--- config.mk ---
export PLATFORM = sky130hd
export DESIGN_NAME = tally_reader
export DESIGN_NICKNAME = d
export VERILOG_FILES = /design/src/rtl/tally_reader.sv
export SDC_FILE = /design/constraint.sdc
export NUM_CORES = 1
export LEC_CHECK = 0
export CAP_MARGIN = 20
export CORE_AREA = 4 4 68 70
export DETAILED_ROUTE_END_ITERATION = 16
export DIE_AREA = 0 0 72 74
export PLACE_DENSITY = 0.82
export SETUP_SLACK_MARGIN = 0.4
export SYNTH_ARGS = -nofsm -noshare
export SYNTH_HDL_FRONTEND = slang
export SYNTH_SLANG_ARGS = --single-unit
--- constraint.sdc ---
create_clock -name clk -period 3.6 [get_ports clk]
set_input_delay 0.36 -clock clk [delete_from_list [all_inputs] [get_ports clk]]
set_output_delay 0.36 -clock clk [all_outputs]
set_load 0.005 [all_outputs]
--- src/rtl/tally_reader.sv ---
// Purpose    : event tally with a BCD readout engine (binary-to-BCD shift-add-3).
// Latency    : dout_valid rises 8 cycles after the rd_req acceptance edge.
// Backpressure: result held stable in HOLD until dout_ready; rd_req ignored while busy.
//
// Ports:
//   clk, rst_n          rising-edge clock, asynchronous active-low reset
//   inc, clr            tally increment / synchronous clear (clr wins)
//   rd_req              start a readout of the current tally (honoured in IDLE only)
//   dout_ready          consumer accepts the held readout
//   busy                readout in progress (CONV or HOLD)
//   dout_valid          hundreds/tens/ones hold a valid BCD readout
//   hundreds/tens/ones  BCD digits of the snapshotted tally
//   tally               live 8-bit tally
//   overflow            sticky saturation flag
//
// Build option: define TALLY_SATURATE_EN to make the tally saturate at 255 and
// set the sticky overflow flag; otherwise the tally wraps and overflow is 0.

module tally_reader (
    input  logic       clk,
    input  logic       rst_n,
    input  logic       inc,
    input  logic       clr,
    input  logic       rd_req,
    input  logic       dout_ready,
    output logic       busy,
    output logic       dout_valid,
    output logic [3:0] hundreds,
    output logic [3:0] tens,
    output logic [3:0] ones,
    output logic [7:0] tally,
    output logic       overflow
);

    localparam logic [1:0] IDLE = 2'd0;
    localparam logic [1:0] CONV = 2'd1;
    localparam logic [1:0] HOLD = 2'd2;

    localparam logic [3:0] LAST_SHIFT = 4'd7;

    logic [1:0]  state;
    // {hundreds[19:16], tens[15:12], ones[11:8], binary[7:0]}
    logic [19:0] shift_q;
    logic [3:0]  cyc_q;
    logic [19:0] shift_adj;
    logic [19:0] shift_nxt;

    // ------------------------------------------------------------------
    // Tally counter: runs in every FSM state, independent of the readout.
    // ------------------------------------------------------------------
`ifdef TALLY_SATURATE_EN
    logic overflow_q;

    always_ff @(posedge clk or negedge rst_n) begin
        if (!rst_n) begin
            tally      <= 8'd0;
            overflow_q <= 1'b0;
        end else if (clr) begin
            tally      <= 8'd0;
            overflow_q <= 1'b0;
        end else if (inc) begin
            if (tally == 8'hFF) begin
                overflow_q <= 1'b1;
            end else begin
                tally <= tally + 8'd1;
            end
        end
    end

    assign overflow = overflow_q;
`else
    always_ff @(posedge clk or negedge rst_n) begin
        if (!rst_n) begin
            tally <= 8'd0;
        end else if (clr) begin
            tally <= 8'd0;
        end else if (inc) begin
            tally <= tally + 8'd1;
        end
    end

    assign overflow = 1'b0;
`endif

    // ------------------------------------------------------------------
    // Shift-add-3 datapath: adjust every BCD nibble >= 5, then shift left.
    // ------------------------------------------------------------------
    function automatic logic [3:0] add3(input logic [3:0] d);
        return (d >= 4'd5) ? (d + 4'd3) : d;
    endfunction

    always_comb begin
        shift_adj = {add3(shift_q[19:16]), add3(shift_q[15:12]),
                     add3(shift_q[11:8]), shift_q[7:0]};
        shift_nxt = shift_adj << 1;
    end

    // ------------------------------------------------------------------
    // Readout FSM
    // ------------------------------------------------------------------
    always_ff @(posedge clk or negedge rst_n) begin
        if (!rst_n) begin
            state      <= IDLE;
            shift_q    <= 20'd0;
            cyc_q      <= 4'd0;
            dout_valid <= 1'b0;
            hundreds   <= 4'd0;
            tens       <= 4'd0;
            ones       <= 4'd0;
        end else begin
            case (state)
                IDLE: begin
                    if (rd_req) begin
                        // Snapshot here so later inc/clr cannot disturb the readout.
                        shift_q <= {12'd0, tally};
                        cyc_q   <= 4'd0;
                        state   <= CONV;
                    end
                end
                CONV: begin
                    shift_q <= shift_nxt;
                    if (cyc_q == LAST_SHIFT) begin
                        // Digits are taken from the post-shift value of the 8th step.
                        hundreds   <= shift_nxt[19:16];
                        tens       <= shift_nxt[15:12];
                        ones       <= shift_nxt[11:8];
                        dout_valid <= 1'b1;
                        cyc_q      <= 4'd0;
                        state      <= HOLD;
                    end else begin
                        cyc_q <= cyc_q + 4'd1;
                    end
                end
                HOLD: begin
                    if (dout_ready) begin
                        dout_valid <= 1'b0;
                        state      <= IDLE;
                    end
                end
                default: begin
                    dout_valid <= 1'b0;
                    cyc_q      <= 4'd0;
                    state      <= IDLE;
                end
            endcase
        end
    end

    assign busy = (state == CONV) || (state == HOLD);

endmodule

# Word level (Yosys, flattened, before mapping)
# Cells that the tools add are included.
[classes]
add_sub_neg = 5
n_lt_le_gt_ge = 3
eq_ne = 6
muxes = 17
n_bitwise = 2
n_reduce_logical = 9
[ops]
columns = ["cell", "n"]
rows = [
  ["$pmux W20 S2", 1],
  ["$mux W20", 1],
  ["$mux W4", 4],
  ["$mux W8", 2],
  ["$ge A4 B3 Y1 const B", 3],
  ["$pmux W4 S3", 1],
  ["$add A4 B2 Y4 const B", 2],
  ["$add A8 B1 Y8 const B", 1],
  ["$mux W2", 3],
  ["$ne A2 B2 Y1 const B", 3],
  ["$pmux W2 S3", 1],
  ["$reduce_and A2 Y1", 3],
  ["$reduce_and A3 Y1", 2],
  ["$add A4 B1 Y4 const B", 1],
  ["$eq A4 B3 Y1 const B", 1],
  ["$reduce_bool A2 Y1", 2],
  ["$add A3 B2 Y3 const B", 1],
  ["$mux W3", 1],
  ["$pmux W1 S3", 1],
  ["$eq A2 B1 Y1 const B", 1],
  ["$eq A2 B2 Y1 const B", 1],
  ["$logic_not A2 Y1", 1],
  ["$mux W1", 2],
  ["$not A1 Y1", 2],
  ["$logic_or A1 B1 Y1", 1],
]
[totals]
reg_bits = 47
inputBits = 6
word_cells = 50

# Logic depth before layout (Yosys ltp)
[depth]
ltp_word = 3
depth_mapped = 7
mapped_depth_nobuf = 6

# Worst setup path before layout
# OpenSTA, ideal clock, no wires.
[synth_timing]
path_kind = "flip-flop to flip-flop"
from = "register shift_q[8]"
to = "register ones[2]"
setup_time_ps = 76
arrival_ps = 1458
t_required_ps = 3524
setup_slack_ps = 2065
path_stages_with_launch = 7
n_path_buf = 0
synth_period_minus_slack_ps = 1535
path_cell_list = "dfrtp_1 -> inv_1 -> ha_1 -> nand2b_1 -> a21oi_1 -> mux2_2 -> o21ai_1"
[synth_via]
elab_chain_cells = 2
elab_cells_between_ends = 3
classes_between = "add/sub: 1; order compare: 1; mux: 1"
[synth_rtl]
columns = ["element", "line_no", "text"]
rows = [
  ["start: declaration", "43", "logic [19:0] shift_q;"],
  ["start signal: assignment", "115", "shift_q <= {12'd0, tally};"],
  ["start signal: assignment", "121", "shift_q <= shift_nxt;"],
  ["$add A4 B2 Y4 or $ge A4 B3 Y1 (tied branches)", "89", "return (d >= 4'd5) ? (d + 4'd3) : d;"],
  ["$mux W4 (*)", "89", ""],
  ["end signal: assignment", "126", "ones <= shift_nxt[11:8];"],
  ["end: declaration", "30", "output logic [3:0] ones,"],
]
# Mark *: on every way between the ends. The rest lies on a longest branch, timed or not.
# A chain may end at the register's enable or synchronous reset.

# Worst setup path in the final report
[layout_timing]
from = "register state[1]"
to = "register shift_q[15]"
[layout_via]
elab_chain_cells = 3
elab_cells_between_ends = 6
classes_between = "eq/ne: 2; mux: 1; reduce/logical: 3"
[layout_rtl]
columns = ["element", "line_no", "text"]
rows = [
  ["start: declaration", "41", "logic [1:0] state;"],
  ["start signal: assignment", "103", "state <= IDLE;"],
  ["start signal: assignment", "117", "state <= CONV;"],
  ["start signal: assignment", "129", "state <= HOLD;"],
  ["$eq A2 B1 Y1 or $logic_not A2 Y1 (tied branches)", "111", "case (state)"],
  ["$reduce_bool A2 Y1 (no line) or $ne A2 B2 Y1 (tied branches)", "n/a", ""],
  ["$reduce_and A2 Y1 (no line)", "n/a", ""],
]
# Parallel ways exist; a longest one is shown, timed or not.

==> metrics.md <==
| Metric | Value |
|---|---|
| Max IR drop VDD | 0.392 mV |
| Number of fill cells in the layout | 324 |
| I/O Pins | 29 |
| Crit-path cells | inv_1, ha_1, nand2_1, o31ai_1, a32o_1 |
| Max frequency | 460 MHz |
| First-pass GRT wire length | 7.46 mm |
| Setup_tns | 0 ns |
| Worst Path Required | 3.84 ns |
| Hold WS | -0.00487 ns |
| Area growth from synthesis to layout | 16.5% |
| Antenna Violating Nets Remaining | 0 |
| Outcome | complete, but fails checks |
| Sw Share | 37.2% |
| Synth cell types | 39 |
| H-tree lvl count | 2 |
| Crit path buffers/inverters | 1 |
| Post-synth top area share | 50.6% |
| Worst r2r path cells | 5 |
| Root buffer cell | clkbuf_8 |
| Top cells by area, synth | dfrtp_1, ha_1, nand2_1 |
| Diode count | 0 |
| Worst path top cell family by delay | adder cells |
| Cell area after synthesis | 2320 sq um |
| Setup bufs post-CTS | 0 |
| Multi-input logic area | 1050 sq um |
| Initial DRT Pass Iterations | 4 |
| CP Class | flop to flop |
| Worst skew pair latency | 0.29 ns |
| Final hold violation count | 6 |
| Sequential area share after synthesis | 50.6% |
| Share of layout cells above drive strength 1 | 7.87% |
| Die width | 72 microns |
| Sequential share of power | 44.2% |
| CTS tree | done |
| WL final | 4.25 mm |
| Max_slew headroom | 47.1% |
| Arr. time, crit path | 2.41 ns |
| Detailed Place HPWL | 3.03 mm |
| Total gr overflow | 0 |
| Yosys top cell by area | dfrtp_1 |
| Max-slew violations | 0 |
| Commonest non-fill, non-tap cell in the layout | dfrtp_1 |
| Reg2reg end | shift_q[15]$_DFFE_PN0P_ |
| Setup crit start kind | flop |
| Port-buffer cells | 27 |
| Flop-to-flop setup slack | 1.43 ns |
| Initial core utilization | 58.5% |
| P per Cell Area | 595 nW/um^2 |
| MaxCap Viol Count | 0 |
| Psw | 598 uW |
| Most frequent cells in the layout | dfrtp_1, nand2_1, clkdlybuf4s50_1 |
| Die Area | 5330 sq um |
| Largest net degree at the start of global routing | 48 |
| Total CTS buffers | 5 |
| Placer congestion estimate | 0.845 |
| Worst-case clock buffer depth | 2 |
| RSZ-0062 raised after global routing | false |
| CORE AREA | 3970 sq um |
| Min Tclk post-route | 2.17 ns |
| Clock transition at path regs | 0.09 ns |
| Hold Buf Count CTS | 0 |
| Synth Area per Inst | 10.3 sq um |
| Final period util | 60.4% |
| Die H | 74 microns |
| Hold crit path type | input port to asynchronous set/reset pin |
| Mapped Cells | 226 |
| Violated checks | hold timing |
| Nets | 270 |
| Ys Warns | 0 |
| Syn Nets | 243 |
| Synthesis-stage register bit count | 47 |
| CP endpoint kind | flop |
| Storage cell area | 1180 sq um |
| Resized Gates After CTS | 0 |
| CTS Sinks | 47 |
| CP max stage cell | ha_1 |
| Num rows | 23 |
| Setup-failing EPs final | 0 |
| Initial antenna violation count | 0 |
| Vias | 1644 |
| Iteration-0 DRC Markers | 85 |
| Critical Path Fanout Max | 19 |
| Vias in the first global route | 1672 |
| P_leak | 0.00118 uW |
| Worst flop-to-flop path startpoint | state[1]$_DFFE_PN0P_ |
| WL/cell | 14.0 microns |
| Post-DR vias/cell | 5.41 |
| Worst clock skew | 0.00489 ns |
| Clock power frac | 19.1% |
| Comb pwr share | 36.7% |
| DR DRC count | 0 |
| Worst-Margin Slew | 0.778 ns |
| Overall routing resource usage | 17.8% |
| Cell Int Power | 1010 uW |
| Slowest stage delay, CP | 0.68 ns |
==> final cells by class <==
type	instances	share of cell area [%]
multi-input cells	161	39.0
well taps	50	2.31
flip-flops and latches	47	43.5
repair buffers	29	10.8
inverters	9	1.25
clock buffers	6	2.68
clock inverters	2	0.463
==> kinds of logic after synthesis <==
logic type | count (synthesis) | share of synthesized area, %
compound gates | 58 | 15.0
xor+xnor | 8 | 3.02
fa+ha+maj | 11 | 5.93
buf+inv | 18 | 3.93
flops | 47 | 50.6
mux | 15 | 7.11
other cells | 1 | 0.161
simple gates | 68 | 14.2
==> power by group through the flow <==
stage,logic (uW),clock network (uW),registers [uW]
2_1_floorplan,466,0,700
3_3_place_gp,568,0,714
3_5_place_dp,589,0,719
4_1_cts,593,320,709
5_1_grt,666,342,728
6_report,591,307,712
==> registers in the layout, summed over array words and instances, names as in the netlist <==
name,flops
tens,4
shift_q,20
tally,8
ones,4
dout_valid,1
hundreds,4
cyc_q,4
state,2
==> per-stage QoR <==
step / setup WS (ns) / utilization (%) / total power, uW / instances / area [sq um]
global route: 1.20 / 68.1 / 1740 / 304 / 2710
global placement: 1.52 / 65.5 / 1280 / 295 / 2600
finish: 1.43 / 68.1 / 1610 / 304 / 2710
detailed placement: 1.44 / 65.5 / 1310 / 295 / 2600
floorplan: 2.07 / - / 1170 / 226 / 2320
CTS: 1.42 / 67.6 / 1620 / 303 / 2690
==> how the worst max path moves through the flow <==
stage | startpoint | endpoint | slack [ns] | cells after the start
2_1_floorplan | shift_q[8]$_DFFE_PN0P_ | ones[2]$_DFFE_PN0P_ | 2.07 | 6
3_3_place_gp | state[1]$_DFFE_PN0P_ | shift_q[15]$_DFFE_PN0P_ | 1.52 | 5
3_5_place_dp | state[1]$_DFFE_PN0P_ | shift_q[15]$_DFFE_PN0P_ | 1.44 | 5
4_1_cts | state[1]$_DFFE_PN0P_ | shift_q[15]$_DFFE_PN0P_ | 1.42 | 5
5_1_grt | state[1]$_DFFE_PN0P_ | shift_q[15]$_DFFE_PN0P_ | 1.20 | 5
6_report | state[1]$_DFFE_PN0P_ | shift_q[15]$_DFFE_PN0P_ | 1.43 | 5
==> metal layers <==
metal / up-vias / wire (microns) / track usage, %
met4: 0 / 27 / 5.01
met5: - / 0 / 0
met1: 769 / 1980 / 22.5
met2: 30 / 2080 / 30.4
met3: 3 / 160 / 4.73
li1: 842 / - / -
==> cells in the mapped netlist <==
cell,instances
a21o_1,1
a21oi_1,11
a22o_1,2
a31oi_1,2
a32o_1,3
and2_1,1
and2b_1,1
and3_1,1
buf_1,1
buf_2,4
buf_4,3
buf_6,1
conb_1,1
dfrtp_1,47
ha_1,11
inv_1,9
mux2_2,5
mux2_4,1
mux2i_1,8
mux2i_2,1
nand2_1,33
nand2b_1,5
nand2b_2,1
nand3_1,3
nand3b_1,1
nand4_1,2
nand4b_1,1
nor2_1,8
nor3_1,3
nor3b_1,5
o21ai_0,14
o21ai_1,15
o22a_1,2
o22ai_1,5
o31ai_1,1
o31ai_2,2
or3_1,3
xnor2_1,5
xor2_1,3
No activity file was read; power rests on OpenSTA's default activity.
